==> config.mk <==
export PLATFORM = sky130hd
export DESIGN_NAME = imem_loader
export DESIGN_NICKNAME = d
export VERILOG_FILES = /design/src/rtl/imem_loader_pkg.sv /design/src/rtl/imem_loader_byte_packer.sv /design/src/rtl/imem_loader.sv
export SDC_FILE = /design/constraint.sdc
export NUM_CORES = 1
export LEC_CHECK = 0
export ABC_AREA = 1
export CORE_MARGIN = 2
export CORE_UTILIZATION = 45
export DETAILED_ROUTE_END_ITERATION = 12
export PLACE_DENSITY = 0.74
export SLEW_MARGIN = 20
export SYNTH_ARGS = -nofsm -noshare
export SYNTH_HDL_FRONTEND = slang
export SYNTH_HIERARCHICAL = 1
export SYNTH_SLANG_ARGS = --single-unit
==> constraint.sdc <==
create_clock -name clk -period 2.8 [get_ports clk]
set_input_delay 0.56 -clock clk [delete_from_list [all_inputs] [get_ports clk]]
set_output_delay 0.56 -clock clk [all_outputs]
set_load 0.02 [all_outputs]
==> src/rtl/imem_loader_pkg.sv <==
// Shared types for the instruction-memory loader: FSM state encoding and length width.
// IMEM_LOADER_CHECKSUM_EN adds the CHK state.
package imem_loader_pkg;

  localparam int LEN_W = 16;

  typedef enum logic [2:0] {
    LEN0 = 3'd0,
    LEN1 = 3'd1,
    DATA = 3'd2,
`ifdef IMEM_LOADER_CHECKSUM_EN
    CHK  = 3'd3,
`endif
    RUN  = 3'd4,
    ERR  = 3'd5
  } state_e;

endpackage

==> src/rtl/imem_loader_byte_packer.sv <==
// Packs little-endian stream bytes into 32-bit words; word_valid_o fires with the 4th byte.
module byte_packer (
  input  logic        clk,
  input  logic        rst,
  input  logic [7:0]  data_i,
  input  logic        accept_i,
  input  logic        clear_i,
  output logic [31:0] word_o,
  output logic        word_valid_o
);

  logic [1:0]  lane_q;
  logic [23:0] sr_q;

  // Bytes 0..2 shift in from the top so byte 0 ends up in the LSBs.
  always_ff @(posedge clk or posedge rst) begin
    if (rst) begin
      lane_q <= 2'd0;
      sr_q   <= 24'd0;
    end else if (clear_i) begin
      lane_q <= 2'd0;
      sr_q   <= 24'd0;
    end else if (accept_i) begin
      lane_q <= lane_q + 2'd1;
      sr_q   <= {data_i, sr_q[23:8]};
    end
  end

  assign word_o       = {data_i, sr_q};
  assign word_valid_o = accept_i && !clear_i && (lane_q == 2'd3);

endmodule

==> src/rtl/imem_loader.sv <==
// Byte-stream program loader driving the instruction-memory write port.
// Define IMEM_LOADER_CHECKSUM_EN to require a trailing XOR checksum byte.
module imem_loader
  import imem_loader_pkg::*;
#(
  parameter int ADDR_W = 8
) (
  input  logic              clk,
  input  logic              rst,
  input  logic              start,
  input  logic              in_valid,
  input  logic [7:0]        in_data,
  output logic              in_ready,
  output logic              mem_we,
  output logic [ADDR_W-1:0] mem_addr,
  output logic [31:0]       mem_wd,
  output logic              cpu_rst,
  output logic              done,
  output logic              err
);

`ifdef IMEM_LOADER_CHECKSUM_EN
  localparam state_e POST = CHK;
`else
  localparam state_e POST = RUN;
`endif
  localparam logic [LEN_W:0] CAP = (LEN_W+1)'(1) << ADDR_W;

  state_e             state_q, state_d;
  logic [7:0]         len_lo_q;
  logic [LEN_W-1:0]   len_q, cnt_q, cnt_d;
  logic               mem_we_q;
  logic [ADDR_W-1:0]  mem_addr_q;
  logic [31:0]        mem_wd_q;
  logic               accept, too_big, last_word, wvalid;
  logic [LEN_W-1:0]   len_n;
  logic [31:0]        word;

  assign accept    = in_valid && in_ready && !start;
  assign len_n     = {in_data, len_lo_q};
  assign too_big   = {1'b0, len_n} > CAP;
  assign last_word = wvalid && ((cnt_q + 16'd1) == len_q);

  byte_packer u_pack (
    .clk          (clk),
    .rst          (rst),
    .data_i       (in_data),
    .accept_i     (accept && (state_q == DATA)),
    .clear_i      (start),
    .word_o       (word),
    .word_valid_o (wvalid)
  );

`ifdef IMEM_LOADER_CHECKSUM_EN
  logic [7:0] csum_q;

  always_ff @(posedge clk or posedge rst) begin
    if (rst)                          csum_q <= 8'd0;
    else if (start)                   csum_q <= 8'd0;
    else if (accept && state_q != CHK) csum_q <= csum_q ^ in_data;
  end
`endif

  always_ff @(posedge clk or posedge rst) begin
    if (rst) state_q <= LEN0;
    else     state_q <= state_d;
  end

  always_comb begin
    state_d = state_q;
    if (start) begin
      state_d = LEN0;
    end else begin
      case (state_q)
        LEN0: if (accept) state_d = LEN1;
        LEN1: if (accept) begin
          if (too_big)              state_d = ERR;
          else if (len_n == 16'd0)  state_d = POST;
          else                      state_d = DATA;
        end
        DATA: if (last_word) state_d = POST;
`ifdef IMEM_LOADER_CHECKSUM_EN
        CHK:  if (accept) state_d = (in_data == csum_q) ? RUN : ERR;
`endif
        default: state_d = state_q;
      endcase
    end
  end

  // Release waits out the final write pulse so the CPU never sees a half-written image.
  always_comb begin
    in_ready = (state_q == LEN0) || (state_q == LEN1) || (state_q == DATA)
`ifdef IMEM_LOADER_CHECKSUM_EN
               || (state_q == CHK)
`endif
               ;
    cpu_rst  = (state_q != RUN) || mem_we_q;
    done     = (state_q == RUN) && !mem_we_q;
    err      = (state_q == ERR);
  end

  always_comb begin
    cnt_d = cnt_q;
    if (start)       cnt_d = '0;
    else if (wvalid) cnt_d = cnt_q + 16'd1;
  end

  always_ff @(posedge clk or posedge rst) begin
    if (rst) begin
      len_lo_q   <= 8'd0;
      len_q      <= '0;
      cnt_q      <= '0;
      mem_we_q   <= 1'b0;
      mem_addr_q <= '0;
      mem_wd_q   <= 32'd0;
    end else begin
      cnt_q    <= cnt_d;
      mem_we_q <= wvalid;
      if (wvalid) begin
        mem_wd_q   <= word;
        mem_addr_q <= cnt_q[ADDR_W-1:0];
      end
      if (accept && state_q == LEN0) len_lo_q <= in_data;
      if (accept && state_q == LEN1) len_q    <= len_n;
    end
  end

  assign mem_we   = mem_we_q;
  assign mem_addr = mem_addr_q;
  assign mem_wd   = mem_wd_q;

endmodule
Word level (Yosys, flattened, before mapping). Cells that the tools add are included.

Bits in registers: 110. Latch bits: 0. RAM bits: 0. Memory bits (read-only): 0. Input port bits: 12. Output and inout bits: 45. Word-level logic and storage cells: 55. Memories kept: 0.

Add/subtract/negate cells: 2. Multipliers: 0. Div/mod/pow operators: 0. $lt $le $gt $ge: 1. Equal/unequal tests: 10. Shifts and indexed selects: 0. Multiplexer cells: 13. Bitwise gates (word level): 0. Reduce and logical (&&, ||, !) cells: 20.

Operator list (number): two-way mux 24 bit (2); two-way mux 16 bit (2); two-way mux 3 bit (6); adder 16 x 1 -> 16 bit, second input constant (1); equality test 16 bit (1); > comparator 16 x 9 -> 1 bit, second input constant (1); logical NOT 16 bit (1); != test 3 bit, second input constant (4); logical AND 1 bit (9); case mux 3 bit (3 select lines) (1); equality test 3 bit, second input constant (2); two-way mux 2 bit (2); AND reduction 4 bit (1); nonzero test 2 bit (2); nonzero test 4 bit (1); equality test 3 x 1 -> 1 bit, second input constant (1); equality test 3 x 2 -> 1 bit, second input constant (1); logical NOT 3 bit (1); logical OR 1 bit (3); adder 2 x 1 -> 2 bit, second input constant (1); equality test 2 bit, second input constant (1); logical NOT 1 bit (2).

Longest topological paths before layout. Gate-level depths: netlist (run 1).

Depth in word-level cells: 12. Gate-level depth with buffers: 20. Gate-level depth less buffers: 18.

Modules after synthesis. Netlist (run 1), hierarchy kept.

By module, submodules not included: imem_loader (instances 1, cells each 446, area each 4006.3 µm², sequential area each 2102.0 µm²); byte_packer (instances 1, cells each 125, area each 1267.5 µm², sequential area each 650.6 µm²).

Worst setup path after synthesis (run 1). Ideal clock, no wire load.

Kind: flip-flop to flip-flop. From: register state_q[1]. To: register state_q[2]. Setup time: 0.117 ns. Data arrival time: 2.384 ns. Data required time: 2.683 ns. Slack: 0.298 ns. Cell stages (with the launch flop): 21. Buffers on the path: 2. Clock period less this slack: 2.502 ns. Path through: dfrtp_1 > inv_1 > nor3_1 > inv_1 > nor3_1 > buf_6 > and3_1 > clkbuf_1 > nand2_1 > nand2_1 > nand4_1 > nor2_1 > nand2_1 > inv_1 > nand3_1 > nor2_1 > nand3_1 > nand2_1 > nand2_1 > nand3_1 > nand2_1.

Longest elaborated chain between the ends: 11. Elaborated cells between the ends (all ways): 18. Classes of those cells: eq/ne: 5; mux: 2; reduce/logical: 11.

Ends and longest elaborated chain: start, declared (RTL line imem_loader.sv:29) `state_e state_q, state_d;`; start signal, assigned (RTL line imem_loader.sv:66) `else state_q <= state_d;`; equality test 3 x 1 -> 1 bit / logical NOT 3 bit (equally long branches) (RTL line imem_loader.sv:92) `in_ready = (state_q == LEN0) || (state_q == LEN1) || (state_q == DATA)`; logical OR 1 bit (2 in a row) (RTL line imem_loader.sv:92); logical AND 1 bit (2 in a row) (RTL line imem_loader.sv:39) `assign accept = in_valid && in_ready && !start;`; logical AND 1 bit * (RTL line imem_loader.sv:48) `.accept_i (accept && (state_q == DATA)),`; logical AND 1 bit * (2 in a row) (RTL line imem_loader_byte_packer.sv:30) `assign word_valid_o = accept_i && !clear_i && (lane_q == 2'd3);`; net wvalid (RTL line imem_loader.sv:35) `logic accept, too_big, last_word, wvalid;`; logical AND 1 bit * (RTL line imem_loader.sv:42) `assign last_word = wvalid && ((cnt_q + 16'd1) == len_q);`; != test 3 bit (no line) *; AND reduction 4 bit (no line) *.

Mark *: on every way through the listed nets, which the timed path passes. The rest lies on a longest branch. A chain may end at the register's enable or synchronous reset.

Final worst setup path (run 1).
From: register state_q[1]. To: output in_ready.

Longest elaborated chain between the ends: 3. Elaborated cells between the ends (all ways): 5. Classes of those cells: eq/ne: 2; reduce/logical: 3.

Ends and longest elaborated chain: equality test 3 x 1 -> 1 bit / logical NOT 3 bit (equally long branches) (RTL line imem_loader.sv:92); logical OR 1 bit (RTL line imem_loader.sv:92); logical OR 1 bit * (RTL line imem_loader.sv:92); end, declared (RTL line imem_loader.sv:13) `output logic in_ready,`.

Every way passes the cells marked *; elsewhere a longest branch is shown, timed or not.

==> flow_summary.html, run 1 <==
<table>
<tr><th>Metric</th><th>Value</th></tr>
<tr><th colspan="2">STA</th></tr>
<tr><td>Unrepaired setup endpoints after global routing</td><td>false</td></tr>
<tr><td>Relative slew margins</td><td>a little over half</td></tr>
<tr><td>Total of endpoints with negative setup slack in the final report</td><td>0</td></tr>
<tr><td>Min Hold Slack</td><td>between 0.4 and 0.5 ns</td></tr>
<tr><td>Number of failing hold endpoints at the final stage</td><td>0</td></tr>
<tr><td>Clk_skew</td><td>0.00598 ns</td></tr>
<tr><td>Final Max Tran Viols</td><td>0</td></tr>
<tr><td>Post-route setup TNS</td><td>0 ns</td></tr>
<tr><td>Min Tclk post-route</td><td>between 2 and 3 ns</td></tr>
<tr><td>Final worst slack</td><td>0.189 ns</td></tr>
<tr><td>Worst Max-Slew Pin Slew</td><td>around 0.71 ns</td></tr>
<tr><td>Max Clk Rate</td><td>about 380 MHz</td></tr>
<tr><td>Final worst path period share</td><td>about 93%</td></tr>
<tr><th colspan="2">Clock tree</th></tr>
<tr><td>Maximum count of clock buffers along a single path</td><td>2</td></tr>
<tr><td>Cell at the root of the clock tree</td><td>clkbuf_16</td></tr>
<tr><td>Number of setup buffers added after CTS</td><td>0</td></tr>
<tr><td>Cts-stage hold buffer count</td><td>0</td></tr>
<tr><td>Post-CTS Resized</td><td>0</td></tr>
<tr><td>TritonCTS clock tree</td><td>yes</td></tr>
<tr><td>Worst-path clk slew</td><td>0.07 ns</td></tr>
<tr><td>CTS H-tree lvls</td><td>3</td></tr>
<tr><td>Number of sinks handled by clock tree synthesis</td><td>between 100 and 150</td></tr>
<tr><td>CTS Buf Count</td><td>9</td></tr>
<tr><td>Clock latency of the later-clocked register in the worst-skew pair</td><td>around 0.35 ns</td></tr>
<tr><th colspan="2">Outcome</th></tr>
<tr><td>Outcome</td><td>completed</td></tr>
<tr><th colspan="2">Drt</th></tr>
<tr><td>Number of detailed-routing iterations run before antenna repair</td><td>5</td></tr>
<tr><td>Detailed-route via count</td><td>slightly above 4000</td></tr>
<tr><td>Total Wirelength</td><td>roughly 12 mm</td></tr>
<tr><td>DR vias/cell</td><td>approximately 5.3</td></tr>
<tr><td>Routed Antenna Nets</td><td>0</td></tr>
<tr><td>Routed WL per cell</td><td>about 15 microns</td></tr>
<tr><td>Drc violations</td><td>0</td></tr>
<tr><td>Detailed Route Iter0 Violations</td><td>roughly 290</td></tr>
<tr><th colspan="2">Finish</th></tr>
<tr><td>Fraction of layout instances using a drive strength above 1</td><td>17.3%</td></tr>
<tr><td>Register area</td><td>approximately 2800 sq um</td></tr>
<tr><td>Number of nets at the end of the flow</td><td>approximately 640</td></tr>
<tr><td>Signed area change from the synthesized netlist to the final layout</td><td>19.4%</td></tr>
<tr><td>Antenna diode instance count</td><td>0</td></tr>
<tr><td>Final cell count without fillers</td><td>~770</td></tr>
<tr><td>Fill cells</td><td>between 1000 and 1500</td></tr>
<tr><td>Final non-filler cell area</td><td>~6300 sq um</td></tr>
<tr><td>Combined area of the multi-input logic cells</td><td>2110 sq um</td></tr>
<tr><th colspan="2">Die</th></tr>
<tr><td>Die boundary height</td><td>112 microns</td></tr>
<tr><td>Initial core utilization</td><td>46.2%</td></tr>
<tr><td>Placeable core region</td><td>roughly 11000 sq um</td></tr>
<tr><td>Chip Width</td><td>around 110 microns</td></tr>
<tr><td>Number of core rows</td><td>39</td></tr>
<tr><td>Die footprint</td><td>approximately 13000 sq um</td></tr>
<tr><td>Number of ports placed on the die boundary</td><td>57</td></tr>
<tr><th colspan="2">Global routing</th></tr>
<tr><td>Global-route usage over all layers</td><td>19.8%</td></tr>
<tr><td>First-pass GRT wire length</td><td>between 20 and 25 mm</td></tr>
<tr><td>Number of global-route vias before repair</td><td>4099</td></tr>
<tr><td>Congestion Overflow GR</td><td>0</td></tr>
<tr><td>Antenna violations before repair</td><td>1</td></tr>
<tr><td>Largest net degree at the start of global routing</td><td>38</td></tr>
<tr><th colspan="2">Worst setup path</th></tr>
<tr><td>Worst path required time</td><td>around 2.2 ns</td></tr>
<tr><td>Critical R2R Launch</td><td>cnt_q[0]</td></tr>
<tr><td>Data arrival time at the worst-slack endpoint</td><td>approximately 2.1 ns</td></tr>
<tr><td>Worst Path Class, Setup</td><td>flip-flop to primary output</td></tr>
<tr><td>Launching element type of the critical path</td><td>flip-flop</td></tr>
<tr><td>Flop2flop setup slack</td><td>0.41 ns</td></tr>
<tr><td>Sort of element at the end of the critical path</td><td>primary output</td></tr>
<tr><td>Depth of the worst register-to-register path</td><td>14</td></tr>
<tr><td>Destination of the worst register-to-register timing path</td><td>state_q[2]</td></tr>
<tr><td>Top fanout value on the critical path</td><td>5</td></tr>
<tr><th colspan="2">Logic synthesis</th></tr>
<tr><td>Sequential element share of the synthesized area</td><td>52.2%</td></tr>
<tr><td>Number of instances in the synthesized netlist</td><td>about 570</td></tr>
<tr><td>Number of warning messages in the yosys log</td><td>6</td></tr>
<tr><td>Unique masters post-synth</td><td>31</td></tr>
<tr><td>Cell area after synthesis</td><td>approximately 5300 sq um</td></tr>
<tr><td>Syn avg cell area</td><td>a little over 9 sq um</td></tr>
<tr><td>Seq cells post-synth</td><td>between 100 and 150</td></tr>
<tr><td>Number of nets in the synthesized netlist</td><td>585</td></tr>
<tr><th colspan="2">Placed design</th></tr>
<tr><td>Number of cells in the design after placement</td><td>between 700 and 800</td></tr>
<tr><td>Final weighted congestion of routability-driven global placement</td><td>0.848</td></tr>
<tr><td>Number of port buffers</td><td>between 50 and 60</td></tr>
<tr><td>Place WS</td><td>~0.064 ns</td></tr>
<tr><td>DP Area</td><td>5980 sq um</td></tr>
<tr><td>HPWL after DPL</td><td>roughly 8.5 mm</td></tr>
<tr><th colspan="2">Min path</th></tr>
<tr><td>WHS Path Cells</td><td>2</td></tr>
<tr><td>Hold-critical path endpoint</td><td>u_pack/sr_q[5]</td></tr>
<tr><td>Min-Delay Startpoint</td><td>u_pack/sr_q[5]</td></tr>
<tr><td>Hold crit path type</td><td>flip-flop to flip-flop</td></tr>
<tr><th colspan="2">Power and ir drop</th></tr>
<tr><td>Worst supply voltage drop on vdd</td><td>0.302 mV</td></tr>
<tr><td>Int Power</td><td>between 2000 and 3000 uW</td></tr>
<tr><td>Switching power summed over all nets</td><td>between 1000 and 1500 uW</td></tr>
<tr><td>Power share of the combinational group</td><td>about 15%</td></tr>
<tr><td>Switching Fraction</td><td>roughly 28%</td></tr>
<tr><td>Share of power burned in registers</td><td>around half</td></tr>
<tr><td>Leakage power summed over all cells</td><td>around 0.003 uW</td></tr>
<tr><td>Power share of the clock group</td><td>a little over a third</td></tr>
<tr><td>PD cells</td><td>about 600 nW/um^2</td></tr>
<tr><th colspan="2">Run</th></tr>
<tr><td>Total of max-cap violations</td><td>0</td></tr>
</table>
worst max path at each step:
stage	endpoint	startpoint
6_report	in_ready	state_q[1]
2_1_floorplan	cnt_q[0]	rst
5_1_grt	in_ready	state_q[1]
3_3_place_gp	state_q[2]	in_valid
4_1_cts	in_ready	state_q[1]
3_5_place_dp	state_q[2]	in_valid
cell usage in the layout, fill, tap and decap left out, drive strengths merged:
cell | netlist | routed
or2 | 1 | 1
o22ai | 15 | 15
clkinv | 0 | 2
ha | 2 | 2
nor4 | 3 | 3
bufinv | 0 | 2
o21ai | 25 | 25
nor2 | 36 | 36
clkinvlp | 0 | 1
dfrtp | 110 | 110
buf | 20 | 18
nor3 | 5 | 5
and3 | 1 | 1
nand3 | 60 | 60
mux2 | 33 | 33
o211ai | 1 | 1
nand2 | 161 | 161
inv | 56 | 57
clkbuf | 9 | 9
a21oi | 17 | 17
nand4 | 12 | 12
clkdlybuf4s50 | 0 | 56
nand3b | 4 | 4
power by group through the flow:
stage	Combinational, uW	Sequential (uW)	Clock (uW)
6_report	555	1870	1380
5_1_grt	638	1900	1470
4_1_cts	557	1870	1400
3_5_place_dp	553	1900	0
3_3_place_gp	534	1890	0
2_1_floorplan	405	1860	0
critical path: stages, from the launching register on:
cell	delay, ns
dfrtp_1	0.43
inv_1	0.08
nand3_1	0.17
nand2_1	0.14
nor2_2	0.22
inv_1	0.11
clkdlybuf4s50_1	0.55
state kept, by name, summed over array words and instances, names as in the netlist, 2 cells and up:
register,cells
u_pack/lane_q,2
len_lo_q,8
state_q,3
mem_wd,32
u_pack/sr_q,24
cnt_q,16
mem_addr,8
len_q,16
synth_stat cells (all sizes together):
cell    count  share of area (%)
clkbuf      9               0.64
o22ai      15                1.8
dfrtp     110                 52
or2         1               0.12
nand2     161                 12
nand3b      4               0.57
and3        1               0.12
nand4      12                1.5
a21oi      17                1.6
nor2       36                3.6
inv        56                4.0
o211ai      1               0.14
buf        20                3.2
mux2       33                7.0
nor3        5               0.47
o21ai      25                2.4
nor4        3               0.64
nand3      60                7.7
ha          2               0.47
cell type report:
type                    instances  share of cell area (%)
clock buffers                   9                    3.58
clock inverters                 6                    1.49
inverters                      56                    3.40
multi-input cells             376                    33.5
flip-flops and latches        110                    43.7
well taps                     143                    2.84
repair buffers                 74                    11.4
stage by stage:
step | util [%] | total power, uW
6_report | 55.1 | 3810
5_1_grt | 55.1 | 4000
4_1_cts | 55.1 | 3830
3_5_place_dp | 52.3 | 2450
3_3_place_gp | 52.3 | 2430
2_1_floorplan | - | 2260
routing by layer:
layer	part of all wire, %	global-route usage (%)
met1	44	25.3
met2	50	33.3
met3	3.9	4.37
met4	1.9	7.56
met5	0.13	0
cell families after synthesis:
| group | synth area share, % |
|---|---|
| AND/OR/NAND/NOR | 26.4 |
| AO/OA/AOI/OAI | 5.98 |
| buffers and inverters | 7.90 |
| multiplexers | 7.05 |
| flip-flops | 52.2 |
| adder cells (fa/ha/maj) | 0.474 |
Power figures use the tool's default switching activity.
==> inputs of run 2 (changes only) <==
--- a/config.mk
+++ b/config.mk
@@ -10,6 +10,8 @@
 export CORE_UTILIZATION = 45
 export DETAILED_ROUTE_END_ITERATION = 12
 export PLACE_DENSITY = 0.74
+export RECOVER_POWER = 25
+export SKIP_CTS_REPAIR_TIMING = 1
 export SLEW_MARGIN = 20
 export SYNTH_ARGS = -nofsm -noshare
 export SYNTH_HDL_FRONTEND = slang
==> flow_summary.html, run 2 (synthesized netlist as in run 1, its figures left out) <==
<table>
<tr><th>Metric</th><th>Value</th></tr>
<tr><th colspan="2">Worst setup path</th></tr>
<tr><td>Top fanout value on the critical path</td><td>5 (unchanged)</td></tr>
<tr><td>Data arrival time at the worst-slack endpoint</td><td>2.06 ns (about the same)</td></tr>
<tr><td>Sort of element at the end of the critical path</td><td>primary output</td></tr>
<tr><td>Critical R2R Launch</td><td>cnt_q[0]</td></tr>
<tr><td>Launching element type of the critical path</td><td>flip-flop</td></tr>
<tr><td>Worst Path Class, Setup</td><td>flip-flop to primary output</td></tr>
<tr><td>Worst path required time</td><td>2.24 ns (about the same)</td></tr>
<tr><td>Origin of the worst setup path</td><td>state_q[1]</td></tr>
<tr><th colspan="2">Outcome</th></tr>
<tr><td>Failing checks</td><td>max-capacitance violations, max-slew violations</td></tr>
<tr><td>Outcome</td><td>complete, but fails checks</td></tr>
<tr><th colspan="2">Finish</th></tr>
<tr><td>Register area</td><td>2750 sq um (unchanged)</td></tr>
<tr><td>Leading cell type in the layout, fill and taps excluded</td><td>nand2_1</td></tr>
<tr><td>Fraction of layout instances using a drive strength above 1</td><td>17.0% (-0.32 points)</td></tr>
<tr><td>Number of nets at the end of the flow</td><td>641 (unchanged)</td></tr>
<tr><td>Combined area of the multi-input logic cells</td><td>2110 sq um (unchanged)</td></tr>
<tr><td>Flip-flop count of the largest register after layout</td><td>32 (unchanged)</td></tr>
<tr><td>Antenna diode instance count</td><td>0 (unchanged)</td></tr>
<tr><td>Fill cells</td><td>1019 (+0.098%)</td></tr>
<tr><td>Final cell count without fillers</td><td>774 (unchanged)</td></tr>
<tr><td>Final non-filler cell area</td><td>6290 sq um (about the same)</td></tr>
<tr><td>Signed area change from the synthesized netlist to the final layout</td><td>19.3% (about the same)</td></tr>
<tr><td>Most frequent cells in the layout</td><td>nand2_1, dfrtp_1, clkdlybuf4s50_1, inv_1, nand3_1</td></tr>
<tr><th colspan="2">STA</th></tr>
<tr><td>Number of failing hold endpoints at the final stage</td><td>0 (unchanged)</td></tr>
<tr><td>Final Max Tran Viols</td><td>37 (+37)</td></tr>
<tr><td>Post-route setup TNS</td><td>0 ns (unchanged)</td></tr>
<tr><td>Max Clk Rate</td><td>382 MHz (-0.28%)</td></tr>
<tr><td>Relative slew margins</td><td>-1.91% (-54 points)</td></tr>
<tr><td>Clk_skew</td><td>0.00579 ns (-0.000186 ns)</td></tr>
<tr><td>Worst Max-Slew Pin Slew</td><td>1.53 ns (+0.814 ns)</td></tr>
<tr><td>Min Tclk post-route</td><td>2.62 ns (+0.00745 ns)</td></tr>
<tr><td>Unrepaired setup endpoints after global routing</td><td>false</td></tr>
<tr><td>Final worst path period share</td><td>93.5% (+0.27 points)</td></tr>
<tr><td>Total of endpoints with negative setup slack in the final report</td><td>0 (unchanged)</td></tr>
<tr><th colspan="2">Drt</th></tr>
<tr><td>Routed WL per cell</td><td>15.3 microns (about the same)</td></tr>
<tr><td>Total Wirelength</td><td>11.9 mm (about the same)</td></tr>
<tr><td>Drc violations</td><td>0 (unchanged)</td></tr>
<tr><td>Routed Antenna Nets</td><td>0 (unchanged)</td></tr>
<tr><td>DR vias/cell</td><td>5.33 (+0.27%)</td></tr>
<tr><td>Detailed-route via count</td><td>4125 (+0.27%)</td></tr>
<tr><td>Detailed Route Iter0 Violations</td><td>289 (+1.0%)</td></tr>
<tr><td>Number of detailed-routing iterations run before antenna repair</td><td>5 (unchanged)</td></tr>
<tr><th colspan="2">Clock tree</th></tr>
<tr><td>Worst-path clk slew</td><td>0.07 ns (about the same)</td></tr>
<tr><td>CTS Buf Count</td><td>9 (unchanged)</td></tr>
<tr><td>CTS H-tree lvls</td><td>3 (unchanged)</td></tr>
<tr><td>TritonCTS clock tree</td><td>yes</td></tr>
<tr><td>Cell at the root of the clock tree</td><td>clkbuf_16</td></tr>
<tr><td>Number of sinks handled by clock tree synthesis</td><td>110 (unchanged)</td></tr>
<tr><td>Clock latency of the later-clocked register in the worst-skew pair</td><td>0.35 ns (about the same)</td></tr>
<tr><td>Maximum count of clock buffers along a single path</td><td>2 (unchanged)</td></tr>
<tr><th colspan="2">Global routing</th></tr>
<tr><td>Congestion Overflow GR</td><td>0 (unchanged)</td></tr>
<tr><td>Largest net degree at the start of global routing</td><td>38 (unchanged)</td></tr>
<tr><td>Antenna violations before repair</td><td>1 (unchanged)</td></tr>
<tr><td>Global-route met1 utilization</td><td>25.3% (unchanged)</td></tr>
<tr><td>GR Layer Usage met3</td><td>4.37% (unchanged)</td></tr>
<tr><td>Most used routing layer</td><td>met2</td></tr>
<tr><td>Global-route usage over all layers</td><td>19.8% (unchanged)</td></tr>
<tr><td>First-pass GRT wire length</td><td>20.1 mm (unchanged)</td></tr>
<tr><td>Met2 Track Usage GR</td><td>33.3% (unchanged)</td></tr>
<tr><td>Number of global-route vias before repair</td><td>4099 (unchanged)</td></tr>
<tr><th colspan="2">Power and ir drop</th></tr>
<tr><td>Switching Fraction</td><td>27.7% (about the same)</td></tr>
<tr><td>Leakage power summed over all cells</td><td>0.00301 uW (about the same)</td></tr>
<tr><td>Share of power burned in registers</td><td>49.2% (about the same)</td></tr>
<tr><td>Power share of the combinational group</td><td>14.6% (about the same)</td></tr>
<tr><td>PD cells</td><td>605 nW/um^2 (about the same)</td></tr>
<tr><td>Power share of the clock group</td><td>36.2% (about the same)</td></tr>
<tr><td>Int Power</td><td>2750 uW (about the same)</td></tr>
<tr><td>Worst supply voltage drop on vdd</td><td>0.302 mV (about the same)</td></tr>
<tr><td>Total power</td><td>3810 uW (about the same)</td></tr>
<tr><td>Switching power summed over all nets</td><td>1050 uW (about the same)</td></tr>
<tr><th colspan="2">Die</th></tr>
<tr><td>Die boundary height</td><td>112 microns (unchanged)</td></tr>
<tr><td>Initial core utilization</td><td>46.2% (unchanged)</td></tr>
<tr><td>Number of ports placed on the die boundary</td><td>57 (unchanged)</td></tr>
<tr><td>Placeable core region</td><td>11400 sq um (unchanged)</td></tr>
<tr><td>Die footprint</td><td>12600 sq um (unchanged)</td></tr>
<tr><td>Chip Width</td><td>112 microns (unchanged)</td></tr>
<tr><td>Number of core rows</td><td>39 (unchanged)</td></tr>
<tr><th colspan="2">Placed design</th></tr>
<tr><td>Final weighted congestion of routability-driven global placement</td><td>0.848 (unchanged)</td></tr>
<tr><td>Number of port buffers</td><td>56 (unchanged)</td></tr>
<tr><td>Number of cells in the design after placement</td><td>759 (unchanged)</td></tr>
<tr><td>HPWL after DPL</td><td>8.52 mm (unchanged)</td></tr>
<tr><td>DP Area</td><td>5980 sq um (unchanged)</td></tr>
<tr><th colspan="2">Min path</th></tr>
<tr><td>Min-Delay Startpoint</td><td>u_pack/sr_q[5]</td></tr>
<tr><td>Hold crit path type</td><td>flip-flop to flip-flop</td></tr>
<tr><th colspan="2">Run</th></tr>
<tr><td>Total of max-cap violations</td><td>1 (+1)</td></tr>
</table>
-- run 2: changes by cell type in the layout (fill, tap and decap cells not counted), sizes merged --
cell,before,now
clkinv,2,1
inv,57,58
buf,18,17
dlygate4sd3,0,1
clkbuf,9,10
clkdlybuf4s50,56,55
-- run 2: stage by stage --
stage / hold WS (ns) / utilization [%] / worst slack [ns]
finish: 0.481 / 55.1 / 0.182
detailed placement: 0.461 / 52.3 / 0.0638
floorplan: 0.436 / - / 0.0749
global route: 0.503 / 55.1 / 0.101
global placement: 0.456 / 52.3 / 0.155
CTS: 0.484 / 55.1 / 0.200
-- run 2: power by group through the flow --
| stage | Sequential (uW) | Clock [uW] | Combinational, uW |
|---|---|---|---|
| finish | 1870 | 1380 | 554 |
| global route | 1900 | 1470 | 637 |
| CTS | 1870 | 1400 | 557 |
| detailed placement | 1900 | 0 | 553 |
| global placement | 1890 | 0 | 534 |
| floorplan | 1860 | 0 | 405 |
-- run 2: final cells by class --
type | instances | share of cell area (%)
multi-input cells | 376 | 33.6
inverters | 56 | 3.38
clock inverters | 6 | 1.49
well taps | 143 | 2.84
repair buffers | 74 | 11.4
clock buffers | 9 | 3.58
flip-flops and latches | 110 | 43.8
-- run 2: path summary, 6_finish.rpt --
check	cells after the start	slack, ns	to
max	6	0.18	in_ready
min	2	0.48	u_pack/sr_q[5]
max reg2reg	14	0.41	state_q[2]
min reg2reg	2	0.48	u_pack/sr_q[5]
max in group asynchronous	3	0.72	len_q[7]
min in group asynchronous	2	1.13	mem_wd[2]
-- run 2: critical path, cell delays in order (launching register included) --
cell             delay (ns)
dfrtp_1                0.43
inv_1                  0.08
nand3_1                0.18
nand2_1                0.14
nor2_2                 0.22
inv_1                  0.11
clkdlybuf4s50_1        0.55
-- run 2: layer usage --
layer  share of wire, %  vias to the layer above
met1                 44                     2016
met4                1.9                        2
met5               0.13                        -
met3                4.1                       18
met2                 50                      109
li1                   -                     1980
==> inputs of run 3 (changes only) <==
--- a/config.mk
+++ b/config.mk
@@ -12,7 +12,7 @@
 export PLACE_DENSITY = 0.74
 export RECOVER_POWER = 25
 export SKIP_CTS_REPAIR_TIMING = 1
-export SLEW_MARGIN = 20
+export SLEW_MARGIN = 10
 export SYNTH_ARGS = -nofsm -noshare
 export SYNTH_HDL_FRONTEND = slang
 export SYNTH_HIERARCHICAL = 1
==> results of run 3 <==
The final DEF is identical to that of run 2; final timing and power are the same.
